**src/rtl/time_set_pkg.sv**
```systemverilog
// Shared definitions for the time-set controller: FSM encoding, button indices, defaults.
package time_set_pkg;

  typedef enum logic [1:0] {
    ST_IDLE   = 2'd0,
    ST_HOLD   = 2'd1,
    ST_REPEAT = 2'd2,
    ST_LOCK   = 2'd3
  } state_e;

  localparam int unsigned NUM_BTN  = 4;
  localparam int unsigned MIN_INC  = 0;
  localparam int unsigned MIN_DEC  = 1;
  localparam int unsigned HOUR_INC = 2;
  localparam int unsigned HOUR_DEC = 3;

  localparam int unsigned DB_CNT_DEF  = 50000;
  localparam int unsigned RPT_DLY_DEF = 25000000;
  localparam int unsigned RPT_PER_DEF = 5000000;

  // Index of the highest set bit; callers only use it on one-hot vectors.
  function automatic logic [1:0] btn_index(input logic [NUM_BTN-1:0] v);
    logic [1:0] idx;
    idx = '0;
    for (int i = 0; i < NUM_BTN; i++) begin
      if (v[i]) idx = 2'(i);
    end
    return idx;
  endfunction

endpackage

```
**src/rtl/btn_debounce.sv**
```systemverilog
// Two-flop synchronizer followed by a counting debouncer for one raw push button.
module btn_debounce
  import time_set_pkg::*;
#(
  parameter int unsigned DB_CNT = DB_CNT_DEF
) (
  input  logic clk,
  input  logic rst_n,
  input  logic btn_i,
  output logic level_o
);

  localparam int unsigned CW = (DB_CNT > 1) ? $clog2(DB_CNT) : 1;
  localparam logic [CW-1:0] CNT_LAST = CW'(DB_CNT - 1);

  logic [1:0]    sync_q;
  logic          level_q, level_d;
  logic [CW-1:0] cnt_q, cnt_d;

  // Bring the asynchronous button into the clk domain.
  always_ff @(posedge clk or negedge rst_n) begin
    if (!rst_n) sync_q <= '0;
    else        sync_q <= {sync_q[0], btn_i};
  end

  // Count consecutive disagreeing cycles; any agreement clears the count.
  always_comb begin
    level_d = level_q;
    cnt_d   = '0;
    if (sync_q[1] != level_q) begin
      if (cnt_q == CNT_LAST) level_d = sync_q[1];
      else                   cnt_d   = cnt_q + CW'(1);
    end
  end

  // Debounced level and stability counter.
  always_ff @(posedge clk or negedge rst_n) begin
    if (!rst_n) begin
      level_q <= 1'b0;
      cnt_q   <= '0;
    end else begin
      level_q <= level_d;
      cnt_q   <= cnt_d;
    end
  end

  assign level_o = level_q;

endmodule

```
**src/rtl/time_set_ctrl.sv**
```systemverilog
// Time-set button controller: debounces four buttons and emits single-cycle adjust
// pulses. Auto-repeat on a held button is built only with TIME_SET_AUTO_REPEAT_EN.
module time_set_ctrl
  import time_set_pkg::*;
#(
  parameter int unsigned DB_CNT  = DB_CNT_DEF,
  parameter int unsigned RPT_DLY = RPT_DLY_DEF,
  parameter int unsigned RPT_PER = RPT_PER_DEF
) (
  input  logic clk,
  input  logic reset_n,
  input  logic set_en,
  input  logic btn_min_inc,
  input  logic btn_min_dec,
  input  logic btn_hour_inc,
  input  logic btn_hour_dec,
  output logic min_inc,
  output logic min_dec,
  output logic hour_inc,
  output logic hour_dec,
  output logic busy
);

  logic [NUM_BTN-1:0] raw, db;
  logic [NUM_BTN-1:0] latched;
  logic               abort;

  state_e             state_q, state_d;
  logic [1:0]         idx_q, idx_d;
  logic [NUM_BTN-1:0] pulse_q, pulse_d;
  logic               busy_q;

  assign raw = {btn_hour_dec, btn_hour_inc, btn_min_dec, btn_min_inc};

  for (genvar i = 0; i < NUM_BTN; i++) begin : g_db
    btn_debounce #(.DB_CNT(DB_CNT)) u_db (
      .clk    (clk),
      .rst_n  (reset_n),
      .btn_i  (raw[i]),
      .level_o(db[i])
    );
  end

  assign latched = 4'b0001 << idx_q;
  // A second button or leaving set mode locks out further pulses.
  assign abort   = !set_en || (|(db & ~latched));

`ifdef TIME_SET_AUTO_REPEAT_EN
  localparam int unsigned RPT_MAX = (RPT_DLY > RPT_PER) ? RPT_DLY : RPT_PER;
  localparam int unsigned RW      = (RPT_MAX > 1) ? $clog2(RPT_MAX) : 1;
  localparam logic [RW-1:0] DLY_LAST = RW'(RPT_DLY - 1);
  localparam logic [RW-1:0] PER_LAST = RW'(RPT_PER - 1);

  logic [RW-1:0] rcnt_q, rcnt_d;

  // Repeat timer; cleared on every pulse and state change.
  always_ff @(posedge clk or negedge reset_n) begin
    if (!reset_n) rcnt_q <= '0;
    else          rcnt_q <= rcnt_d;
  end
`endif

  // Next state, latched index and pulse selection.
  always_comb begin
    state_d = state_q;
    idx_d   = idx_q;
    pulse_d = '0;
`ifdef TIME_SET_AUTO_REPEAT_EN
    rcnt_d  = '0;
`endif
    case (state_q)
      ST_IDLE: begin
        if (db != '0) begin
          if (set_en && $onehot(db)) begin
            pulse_d = db;
            idx_d   = btn_index(db);
            state_d = ST_HOLD;
          end else begin
            state_d = ST_LOCK;
          end
        end
      end
      ST_HOLD: begin
        if (abort)              state_d = ST_LOCK;
        else if (!db[idx_q])    state_d = ST_IDLE;
`ifdef TIME_SET_AUTO_REPEAT_EN
        else if (rcnt_q == DLY_LAST) begin
          pulse_d = latched;
          state_d = ST_REPEAT;
        end else                rcnt_d  = rcnt_q + RW'(1);
`endif
      end
`ifdef TIME_SET_AUTO_REPEAT_EN
      ST_REPEAT: begin
        if (abort)                   state_d = ST_LOCK;
        else if (!db[idx_q])         state_d = ST_IDLE;
        else if (rcnt_q == PER_LAST) pulse_d = latched;
        else                         rcnt_d  = rcnt_q + RW'(1);
      end
`endif
      ST_LOCK: begin
        if (db == '0) state_d = ST_IDLE;
      end
      default: state_d = ST_IDLE;
    endcase
  end

  // FSM state and registered outputs.
  always_ff @(posedge clk or negedge reset_n) begin
    if (!reset_n) begin
      state_q <= ST_IDLE;
      idx_q   <= '0;
      pulse_q <= '0;
      busy_q  <= 1'b0;
    end else begin
      state_q <= state_d;
      idx_q   <= idx_d;
      pulse_q <= pulse_d;
      busy_q  <= (state_d != ST_IDLE);
    end
  end

  assign min_inc  = pulse_q[MIN_INC];
  assign min_dec  = pulse_q[MIN_DEC];
  assign hour_inc = pulse_q[HOUR_INC];
  assign hour_dec = pulse_q[HOUR_DEC];
  assign busy     = busy_q;

endmodule

```
**config.mk**
```make
export PLATFORM = sky130hd
export DESIGN_NAME = time_set_ctrl
export DESIGN_NICKNAME = d
export VERILOG_FILES = /design/src/rtl/time_set_pkg.sv /design/src/rtl/btn_debounce.sv /design/src/rtl/time_set_ctrl.sv
export SDC_FILE = /design/constraint.sdc
export NUM_CORES = 1
export LEC_CHECK = 0
export ABC_AREA = 0
export CAP_MARGIN = 0
export CORE_UTILIZATION = 57
export CTS_BUF_LIST = sky130_fd_sc_hd__clkbuf_2
export DETAILED_ROUTE_END_ITERATION = 7
export GPL_TIMING_DRIVEN = 0
export PLACE_DENSITY = 0.85
export SKIP_LAST_GASP = 1
export SYNTH_ARGS = -nofsm -noshare
export SYNTH_HDL_FRONTEND = slang
export SYNTH_SLANG_ARGS = --single-unit
```
**constraint.sdc**
```tcl
create_clock -name clk -period 2.8 [get_ports clk]
set_input_delay 0.42 -clock clk [delete_from_list [all_inputs] [get_ports clk]]
set_output_delay 0.42 -clock clk [all_outputs]
set_load 0.02 [all_outputs]
```
==> impl_metrics.tcl <==
set metrics [dict create \
    setup_viol 0 \
    avgSynthCellArea_um2 10.4 \
    dpl_cell_area_um2 4280 \
    p_int_mw 1.42 \
    cp-start-kind "flop" \
    status "completed" \
    cts_buffers 9 \
    cts_buffer_depth 2 \
    synth.top_cell.area_share_pct 52.8 \
    crit_arrival_ns 3.18 \
    finalWeightedCongestion 0.804 \
    seq_area_frac_synth_pct 52.8 \
    pwr-share-clk_pct 29.6 \
    vias 2832 \
    timing.clock.skew_ns 0.0250 \
    final_antenna_net_count 0 \
    gr-usage-all-layers_pct 20.1 \
    power.density_nw_per_um2 428 \
    period_share_pct 97.5 \
    clk_latency_ns 0.53 \
    htree_levels 3 \
    yosysUniqueCellTypes 41 \
    yosys_register_bits 85 \
    dieArea_um2 7410 \
    grt_max_degree 46 \
    fin_crit_ns 2.73 \
    timing.hold.ws_ns 0.295 \
    core_um2 6790 \
    leakagePower_nw 1.87 \
    fillers 512 \
    synth_top_area_cell "dfrtp_1" \
    io_buffer_count 11 \
    multi_input_area_um2 1820 \
    drv_cap 0 \
    hold_path_class "in -> reg" \
    syn_inst 386 \
    grt_pass1_wl_um 11900 \
    drc 0 \
    final.setup.worst_slack_ns 0.0692 \
    whs_endpoint "g_db[1].u_db.sync_q[0]$_DFF_PN0_" \
    hold_violations 0 \
    ff2ff_setup_slack_ns 0.07 \
    finalNonFillerCells 521 \
    seqCellArea_um2 2130 \
    hp-start "btn_min_dec" \
    grt_overflow 0 \
    grt_pass1_vias 2688 \
    fin_setup_tns_ns 0 \
    drtPass1Iterations 4 \
    wirelength_um 6880 \
    reg2reg_depth 11 \
    clock-sinks 85 \
    final_area_um2 4500 \
    start_util_pct 59.3 \
    area_growth_pct 11.6 \
    die_w_um 86.1 \
    combPwrFrac_pct 4.4 \
    r2r-end "idx_q[0]$_DFFE_PN0P_" \
    place_hpwl_um 4740 \
    drive_above_1_share_pct 11.1 \
    critical_path_required_ns 3.25 \
    whs_path_depth 1 \
    yosysWarnings 0 \
    wl_per_cell_um 13.2 \
    synth.area.top_cells "dfrtp_1 53%, xnor2_1 9.3%, nor2_1 6.6%" \
    slew_headroom_pct 66.1 \
    syn_area_um2 4030 \
    path_clk_slew_ns 0.25 \
    diodes 0 \
    via_per_inst 5.44 \
    max_freq_ghz 0.366 \
    drt_iter0_drc 124 \
    path_class "reg -> reg" \
    cts_root_buf "clkbuf_2" \
    power.switching_uw 510 \
    slew_violations 0 \
    r2r-start "g_db[1].u_db.level_o$_DFFE_PN0P_" \
    cts_tree "yes" \
    antenna_found_initial 0 \
    crit_path_end_kind "flop" \
    tightest_slew_ns 0.508 \
    critPathMaxFanout 6 \
    placed_cells 494 \
    die-height_um 86.1 \
    fin_nets 435 \
    num_rows 30 \
    dp_slack_ns -0.178 \
    cp_slowest_stage_delay_ns 0.50 \
    cp_cell_sequence "buf_6 -> inv_2 -> fa_1 -> inv_1 -> ha_2 -> ha_4 -> or4b_4 -> a2111oi_4 -> buf_4 -> nor2_1 -> a31oi_1" \
    p_sw_share_pct 26.5 \
    syn_nets 401 \
    cp_slowest_cell "or4b_4" \
    irDropWorstVdd_v 0.000220 \
    io_pins 12 \
    seqPwrFrac_pct 66.0 \
]
## repair_timing
| action | CTS | global route |
|---|---|---|
| resized for setup | 2 | 11 |
| gates cloned | 0 | 0 |
| pin swaps | 1 | 3 |
| endpoints found under the hold margin | 40 | 0 |
| buffers inserted | 2 | 8 |
| endpoints found under the setup margin | 6 | 6 |
| hold buffers | 1 | 0 |
## area by class of cell
cell class	count	area share, %
well taps	96	2.67
clock buffers	9	1.00
plain buffers	6	0.918
inverters	19	1.59
repair buffers	23	4.73
multi-input cells	276	40.5
clock inverters	7	1.28
flip-flops and latches	85	47.3
## Yosys cell counts
library cell and number:
a2111oi_4 1, a211o_1 1, a211oi_1 1, a21o_1 1, a21oi_1 1, a21oi_2 1, a31oi_1 1, and2_1 7
and3_1 5, and4_1 1, and4b_1 1, buf_4 1, clkbuf_1 5, dfrtp_1 85, fa_1 1, ha_1 7
inv_1 19, mux2_2 4, mux2i_1 1, mux4_2 1, nand2_1 13, nand2b_1 2, nand3_1 25, nand3_4 1
nand4_1 16, nor2_1 71, nor2b_1 1, nor3_1 18, nor4_1 19, nor4b_1 1, nor4bb_1 5, o21ai_0 1
o22ai_1 2, o32ai_1 1, o41ai_4 1, or2_2 1, or3_1 2, or4_1 1, or4b_4 1, xnor2_1 43
xor2_1 16
## per-layer routing
layer	share of wire, %	GRT usage [%]	wire (um)	up-vias
li1	-	-	-	1403
met1	47	26.6	3210	1377
met2	49	33.1	3370	35
met3	2.1	2.79	142	17
met4	2.4	8.79	164	0
met5	0	0	0	-
## placed cells by master, fill, tap and decap left out, types with 5 or more instances in the layout
cell type and instances:
dfrtp_1 84, nor2_1 71, xnor2_1 43, nand3_1 25
nor4_1 19, nor3_1 18, inv_1 16, nand4_1 16
xor2_1 16, nand2_1 13, buf_4 12, clkdlybuf4s50_1 10
clkbuf_2 9, and2_1 7, and3_1 5, nor4bb_1 5
ha_1 5
## kinds of logic after synthesis
group | synth area share [%]
AO/OA/AOI/OAI | 3.10
XOR/XNOR | 12.8
adder cells (fa/ha/maj) | 2.67
buffers and inverters | 2.42
flip-flops | 52.8
multiplexers | 1.92
AND/OR/NAND/NOR | 24.3
## power by group through the flow
stage	combinational [mW]	sequential (mW)	clock [mW]
2_1_floorplan	0.0403	1.29	0
4_1_cts	0.0868	1.27	0.593
6_report	0.0840	1.27	0.571
3_5_place_dp	0.0852	1.29	0
5_1_grt	0.0982	1.28	0.641
3_3_place_gp	0.0797	1.29	0
## worst max-delay path by stage
stage                                      end  cells past startpoint                              from  slack [ns]
2_1_floorplan             idx_q[0]$_DFFE_PN0P_                     10  g_db[1].u_db.level_o$_DFFE_PN0P_        0.06
3_3_place_gp   g_db[2].u_db.cnt_q[8]$_DFF_PN0_                      1                           reset_n       -1.56
3_5_place_dp              pulse_q[3]$_DFF_PN0_                      8  g_db[0].u_db.level_o$_DFFE_PN0P_       -0.18
4_1_cts                   idx_q[0]$_DFFE_PN0P_                     11  g_db[3].u_db.level_o$_DFFE_PN0P_       0.003
5_1_grt                   idx_q[0]$_DFFE_PN0P_                     11  g_db[3].u_db.level_o$_DFFE_PN0P_       -0.04
6_report                  idx_q[0]$_DFFE_PN0P_                     11  g_db[1].u_db.level_o$_DFFE_PN0P_        0.07
## state kept, by name, indices dropped and copies added (netlist names)
| name | count |
|---|---|
| busy | 1 |
| g_db.u_db.cnt_q | 64 |
| state_q | 2 |
| g_db.u_db.sync_q | 8 |
| g_db.u_db.level_o | 4 |
| pulse_q | 4 |
| idx_q | 2 |
## stage by stage
step / util [%] / power [mW]
finish: 66.2 / 1.93
global route: 66.2 / 2.01
CTS: 64.9 / 1.95
detailed placement: 63.0 / 1.38
global placement: 62.7 / 1.37
floorplan: - / 1.33
## critical path, delay by kind of cell, from the launching register on
family                   cells  cell delay, ns
buffers and inverters        4            0.45
adder cells (fa/ha/maj)      3            0.81
AND/OR/NAND/NOR              2            0.54
flip-flops                   1            0.43
AO/OA/AOI/OAI                2            0.44
Note: power is estimated with default switching activity, not from simulation.
